### src/rtl/nerv_memarb_pkg.sv
// Shared types and helpers for the NERV single-port memory arbiter.
package nerv_memarb_pkg;

  localparam int unsigned WORD_ADDR_W = 30;
  localparam int unsigned GAP_W       = 4;

  typedef enum logic [1:0] {
    ST_RUN     = 2'd0,
    ST_DFETCH  = 2'd1,
    ST_REFETCH = 2'd2
  } state_e;

  // Byte address to full word address; callers truncate to their RAM width.
  function automatic logic [WORD_ADDR_W-1:0] word_addr(input logic [31:0] byte_addr);
    return WORD_ADDR_W'(byte_addr >> 2);
  endfunction

endpackage

### src/rtl/nerv_memarb.sv
// Merges NERV fetch, NERV data and a host port onto one 1-cycle-latency
// single-port RAM, stalling the core whenever the fetch slot is taken.
module nerv_memarb
  import nerv_memarb_pkg::*;
#(
  parameter int unsigned ADDR_W   = 14,
  parameter int unsigned HOST_GAP = 2
) (
  input  logic              clock,
  input  logic              reset,
  output logic              stall,
  input  logic [31:0]       imem_addr,
  output logic [31:0]       imem_data,
  input  logic              dmem_valid,
  input  logic [31:0]       dmem_addr,
  input  logic [3:0]        dmem_wstrb,
  input  logic [31:0]       dmem_wdata,
  output logic [31:0]       dmem_rdata,
  input  logic              host_valid,
  output logic              host_ready,
  input  logic [31:0]       host_addr,
  input  logic [3:0]        host_wstrb,
  input  logic [31:0]       host_wdata,
  output logic              host_rvalid,
  output logic [31:0]       host_rdata,
  output logic              ram_en,
  output logic [ADDR_W-1:0] ram_addr,
  output logic [3:0]        ram_wstrb,
  output logic [31:0]       ram_wdata,
  input  logic [31:0]       ram_rdata
);

  state_e             r_state;
  logic [ADDR_W-1:0]  r_pend_fetch;
  logic               r_d_is_read;
  logic [31:0]        r_dhold;
  logic               r_h_is_read;
  logic [GAP_W-1:0]   r_gap_cnt;

  state_e             w_state_nxt;
  logic [ADDR_W-1:0]  w_pend_fetch_nxt;
  logic               w_d_is_read_nxt;
  logic [31:0]        w_dhold_nxt;
  logic               w_h_is_read_nxt;
  logic [GAP_W-1:0]   w_gap_cnt_nxt;
  logic               w_host_grant;
  logic               w_host_rvalid;
  logic [ADDR_W-1:0]  w_ram_addr;
  logic [3:0]         w_ram_wstrb;
  logic [31:0]        w_ram_wdata;
  logic [ADDR_W-1:0]  w_fetch_word;

  assign w_fetch_word = ADDR_W'(word_addr(imem_addr));

  // State register; a reset abandons any pending refetch or load capture.
  always_ff @(posedge clock) begin
    if (reset) begin
      r_state      <= ST_RUN;
      r_pend_fetch <= '0;
      r_d_is_read  <= 1'b0;
      r_dhold      <= '0;
      r_h_is_read  <= 1'b0;
      r_gap_cnt    <= '0;
    end else begin
      r_state      <= w_state_nxt;
      r_pend_fetch <= w_pend_fetch_nxt;
      r_d_is_read  <= w_d_is_read_nxt;
      r_dhold      <= w_dhold_nxt;
      r_h_is_read  <= w_h_is_read_nxt;
      r_gap_cnt    <= w_gap_cnt_nxt;
    end
  end

  // Next-state and RAM port steering; priority in RUN is dmem, host, fetch.
  always_comb begin
    w_state_nxt      = r_state;
    w_pend_fetch_nxt = r_pend_fetch;
    w_d_is_read_nxt  = r_d_is_read;
    w_dhold_nxt      = r_dhold;
    w_h_is_read_nxt  = r_h_is_read;
    w_gap_cnt_nxt    = r_gap_cnt;
    w_host_grant     = 1'b0;
    w_host_rvalid    = 1'b0;
    w_ram_addr       = r_pend_fetch;
    w_ram_wstrb      = 4'b0000;
    w_ram_wdata      = '0;

    unique case (r_state)
      ST_RUN: begin
        if (dmem_valid) begin
          w_ram_addr       = ADDR_W'(word_addr(dmem_addr));
          w_ram_wstrb      = dmem_wstrb;
          w_ram_wdata      = dmem_wdata;
          w_pend_fetch_nxt = w_fetch_word;
          w_d_is_read_nxt  = (dmem_wstrb == 4'b0000);
          w_state_nxt      = ST_DFETCH;
        end else if (host_valid && (r_gap_cnt == '0) && !reset) begin
          w_host_grant     = 1'b1;
          w_ram_addr       = ADDR_W'(word_addr(host_addr));
          w_ram_wstrb      = host_wstrb;
          w_ram_wdata      = host_wdata;
          w_pend_fetch_nxt = w_fetch_word;
          w_h_is_read_nxt  = (host_wstrb == 4'b0000);
          w_gap_cnt_nxt    = GAP_W'(HOST_GAP);
          w_state_nxt      = ST_REFETCH;
        end else begin
          w_ram_addr = w_fetch_word;
          if (r_gap_cnt != '0) begin
            w_gap_cnt_nxt = r_gap_cnt - GAP_W'(1);
          end
        end
      end
      ST_DFETCH: begin
        if (r_d_is_read) begin
          w_dhold_nxt = ram_rdata;
        end
        w_state_nxt = ST_RUN;
      end
      ST_REFETCH: begin
        w_host_rvalid = r_h_is_read && !reset;
        w_state_nxt   = ST_RUN;
      end
      default: begin
        w_state_nxt = ST_RUN;
      end
    endcase

    if (reset) begin
      w_ram_wstrb = 4'b0000;
    end
  end

  assign stall       = (r_state != ST_RUN) || w_host_grant;
  assign host_ready  = w_host_grant;
  assign host_rvalid = w_host_rvalid;
  assign host_rdata  = ram_rdata;
  assign imem_data   = ram_rdata;
  assign dmem_rdata  = r_dhold;
  assign ram_en      = !reset;
  assign ram_addr    = w_ram_addr;
  assign ram_wstrb   = w_ram_wstrb;
  assign ram_wdata   = w_ram_wdata;

endmodule

### config.mk
export PLATFORM = sky130hd
export DESIGN_NAME = nerv_memarb
export DESIGN_NICKNAME = d
export VERILOG_FILES = /design/src/rtl/nerv_memarb_pkg.sv /design/src/rtl/nerv_memarb.sv
export SDC_FILE = /design/constraint.sdc
export NUM_CORES = 1
export LEC_CHECK = 0
export ABC_AREA = 1
export CAP_MARGIN = 40
export CORE_AREA = 5 5 133 135
export DETAILED_ROUTE_END_ITERATION = 10
export DIE_AREA = 0 0 138 140
export PLACE_DENSITY = 0.62
export SLEW_MARGIN = 20
export SYNTH_ARGS = -nofsm -noshare
export SYNTH_HDL_FRONTEND = slang
export SYNTH_SLANG_ARGS = --single-unit
### constraint.sdc
create_clock -name clock -period 1.9 [get_ports clock]
set_input_delay 0.38 -clock clock [delete_from_list [all_inputs] [get_ports clock]]
set_output_delay 0.38 -clock clock [all_outputs]
set_load 0.05 [all_outputs]
==> results.sh <==
export IMPL_die_w_um=138
export IMPL_wl_met1_mm=6.818
export IMPL_period_needed_ns=2.088
export IMPL_violations="setup timing"
export IMPL_total_power_mw=6.202
export IMPL_hold_depth=2
export IMPL_htree_levels=2
export IMPL_grt_max_degree=35
export IMPL_syn_avg_cell_area_um2=6.254
export IMPL_synth_area_um2=3690
export IMPL_cts_tree="built"
export IMPL_maxSlewHeadroom=0.6508
export IMPL_numClockSinks=54
export IMPL_cp_start_kind="register"
export IMPL_path_max_fanout=7
export IMPL_antenna_found_initial=1
export IMPL_dr_max_layer_used="met4"
export IMPL_ys_seq_area_frac=0.2930
export IMPL_wl_met3_mm=1.182
export IMPL_synth_distinct_cells=27
export IMPL_worst_ep_arrival_time_ns=1.71
export IMPL_end_kind="output port"
export IMPL_rows=47
export IMPL_hold_slack_ns=0.4663
export IMPL_start_util=0.2257
export IMPL_io_buffers=299
export IMPL_n_fill_cell=1478
export IMPL_cap_violations=0
export IMPL_rsz0062_at_grt="true"
export IMPL_postCtsHoldBufs=0
export IMPL_r2r_cells=9
export IMPL_finalNetCount=1051
export IMPL_drc=0
export IMPL_vias=4604
export IMPL_viasPerCell=4.315
export IMPL_power_static_leakage_nw=4.121
export IMPL_cts_buffers=5
export IMPL_core_area_um2=16350
export IMPL_gp_congestion=0.7889
export IMPL_die_y_um=140
export IMPL_dpl_instance_area_um2=7874
export IMPL_slew_viol_final=0
export IMPL_dr_pass1_iters=4
export IMPL_cp_required_ns=1.52
export IMPL_crit_type="register to output port"
export IMPL_grt_pass1_wl_mm=24.80
export IMPL_p_per_area_nw_per_um2=697.8
export IMPL_path_clk_slew_ns=0.07
export IMPL_skew_ns=0.006032
export IMPL_post_route_util=0.5437
export IMPL_synth_net_count=796
export IMPL_clk_insertion_delay_late_ns=0.30
export IMPL_syn_inst=590
export IMPL_area_growth_pct=140.9
export IMPL_fp_dieArea_um2=19320
export IMPL_hpwl_mm=12.43
export IMPL_wl_met2_mm=8.570
export IMPL_boundaryPins=354
export IMPL_ys_seq_elements=54
export IMPL_ir_drop_mv=0.4392
export IMPL_drive_gt1_frac=0.3905
export IMPL_hold_class="register to register"
export IMPL_cts_root_buffer="clkbuf_16"
export IMPL_setup_violations=51
export IMPL_fin_crit_sh=1.099
export IMPL_track_usage=0.1563
export IMPL_fmax_mhz=479.0
export IMPL_grt_overflow=0
export IMPL_ys_warn_count=0
export IMPL_fin_ws_ns=-0.1878
export IMPL_final_hold_viol_count=0
export IMPL_max_slew_worst_pin_slew_ns=0.5221
export IMPL_cts_buffer_depth=2
export IMPL_fin_area_um2=8889
export IMPL_grt_pass1_vias=4565
export IMPL_wl_per_cell_um=15.85
export IMPL_outcome="finished with violations"
export IMPL_wirelength_mm=16.91
export IMPL_drt_iter0_drc=111
export IMPL_ant_nets=0
export IMPL_pre_cts_slack_ns=-0.3652
[state kept, by name (all words and copies together) (netlist names)]
| signal | cells |
|---|---|
| r_gap_cnt | 4 |
| r_pend_fetch | 14 |
| r_h_is_read | 1 |
| r_d_is_read | 1 |
| r_state | 2 |
| dmem_rdata | 32 |
[repair_timing]
action / 4_1_cts / 5_1_grt
endpoints found under the hold margin: 0 / 0
gates resized for setup: 61 / 85
setup buffers: 2 / 7
pin swaps: 7 / 29
cloned: 3 / 7
setup endpoints to repair: 53 / 52
[metal layers]
metal  track usage  vias to the layer above
met5             0                        -
met4       0.04160                        0
met3       0.04840                       21
met2        0.2724                      178
met1        0.1869                     2094
li1              -                     2311
[worst max-delay path, cell delays in order, from the launching register on]
cell and delay (ns):
dfxtp_2 0.33, inv_2 0.07, ha_4 0.17, nand3_4 0.09, nor2_4 0.11, nand2_4 0.08, clkinv_8 0.10, clkbuf_16 0.18
nand2_2 0.06, nand2_2 0.08, buf_12 0.14
[through the flow]
step                      TNS (ns)  instances
after floorplan             -1.189        590
after global placement      -14.89       1039
after detailed placement    -15.74       1039
after CTS                   -7.952       1051
after global routing        -11.67       1066
final                       -6.480       1067
[worst paths after layout]
check / start / to / slack [ns]
worst max-delay path: r_gap_cnt[0] / ram_wdata[8] / -0.19
worst max register to register: r_gap_cnt[0] / r_pend_fetch[6] / 0.52
worst min register to register: r_h_is_read / r_h_is_read / 0.47
worst min-delay path: r_h_is_read / r_h_is_read / 0.47
[area by class of cell]
cell class	count	area (um^2)	share of cell area
clock buffers	6	138.9	0.01562
inverters	53	249.0	0.02801
clock inverters	1	30.03	0.003378
diodes	2	5.005	0.0005631
repair buffers	345	4730	0.5321
multi-input cells	386	2375	0.2672
well taps	220	275.3	0.03097
flip-flops and latches	54	1086	0.1222
[cells by family (layout without fill, tap and decap cells)]
family | Yosys count | after routing | synth area share
and+or+nand+nor | 317 | 317 | 0.3744
buffers and inverters | 150 | 405 | 0.2319
AOI/OAI and AO/OA | 66 | 66 | 0.09156
DFF | 54 | 54 | 0.2930
adders and majority gates | 2 | 2 | 0.006781
xor gates and xnor gates | 1 | 1 | 0.002374
other | 0 | 2 | 0
[power by group]
part,switching (mW),total (mW),internal [mW]
clock,0.406,1.06,0.651
sequential,0.0465,1.27,1.23
combinational,2.06,3.87,1.81
total,2.51,6.20,3.69
[cells in the mapped netlist]
library cell	number	area share
nand2_1	146	0.15
nor2_1	82	0.083
buf_4	69	0.14
dfxtp_1	54	0.29
inv_1	51	0.052
nand3_1	47	0.064
o21ai_0	33	0.045
a21oi_1	28	0.038
clkbuf_1	17	0.017
nand4_1	17	0.029
or2_2	14	0.024
buf_2	8	0.011
o22ai_1	4	0.0068
buf_6	3	0.0092
ha_1	2	0.0068
nor2_2	2	0.0034
nor2_4	2	0.0061
nor3_1	2	0.0027
clkinv_2	1	0.0014
inv_2	1	0.0010
nand2_2	1	0.0017
nand2_4	1	0.0031
nand3_2	1	0.0027
nand3_4	1	0.0047
nor4_1	1	0.0017
o211ai_1	1	0.0020
xor2_1	1	0.0024
[placed cells by master (no fill, tap or decap), types with 2 or more instances in the layout]
| cell type | Yosys | routed |
|---|---|---|
| dlygate4sd2_1 | 0 | 3 |
| buf_6 | 3 | 7 |
| o22ai_4 | 0 | 4 |
| dfxtp_1 | 54 | 50 |
| inv_2 | 1 | 10 |
| buf_12 | 0 | 127 |
| nor3_1 | 2 | 2 |
| clkdlybuf4s50_1 | 0 | 155 |
| nor2_1 | 82 | 80 |
| nand2_2 | 1 | 15 |
| a21oi_1 | 28 | 28 |
| clkbuf_16 | 0 | 10 |
| nand3_4 | 1 | 2 |
| or2_2 | 14 | 14 |
| dfxtp_2 | 0 | 4 |
| nand4_1 | 17 | 17 |
| nand3_2 | 1 | 4 |
| nor2_4 | 2 | 4 |
| o21ai_0 | 33 | 32 |
| nand2_4 | 1 | 64 |
| clkinvlp_4 | 0 | 10 |
| nand2_1 | 146 | 69 |
| nand3_1 | 47 | 43 |
| inv_1 | 51 | 32 |
| nor2_2 | 2 | 2 |
| buf_4 | 69 | 46 |
| diode_2 | 0 | 2 |
No activity file was read; power rests on OpenSTA's default activity.
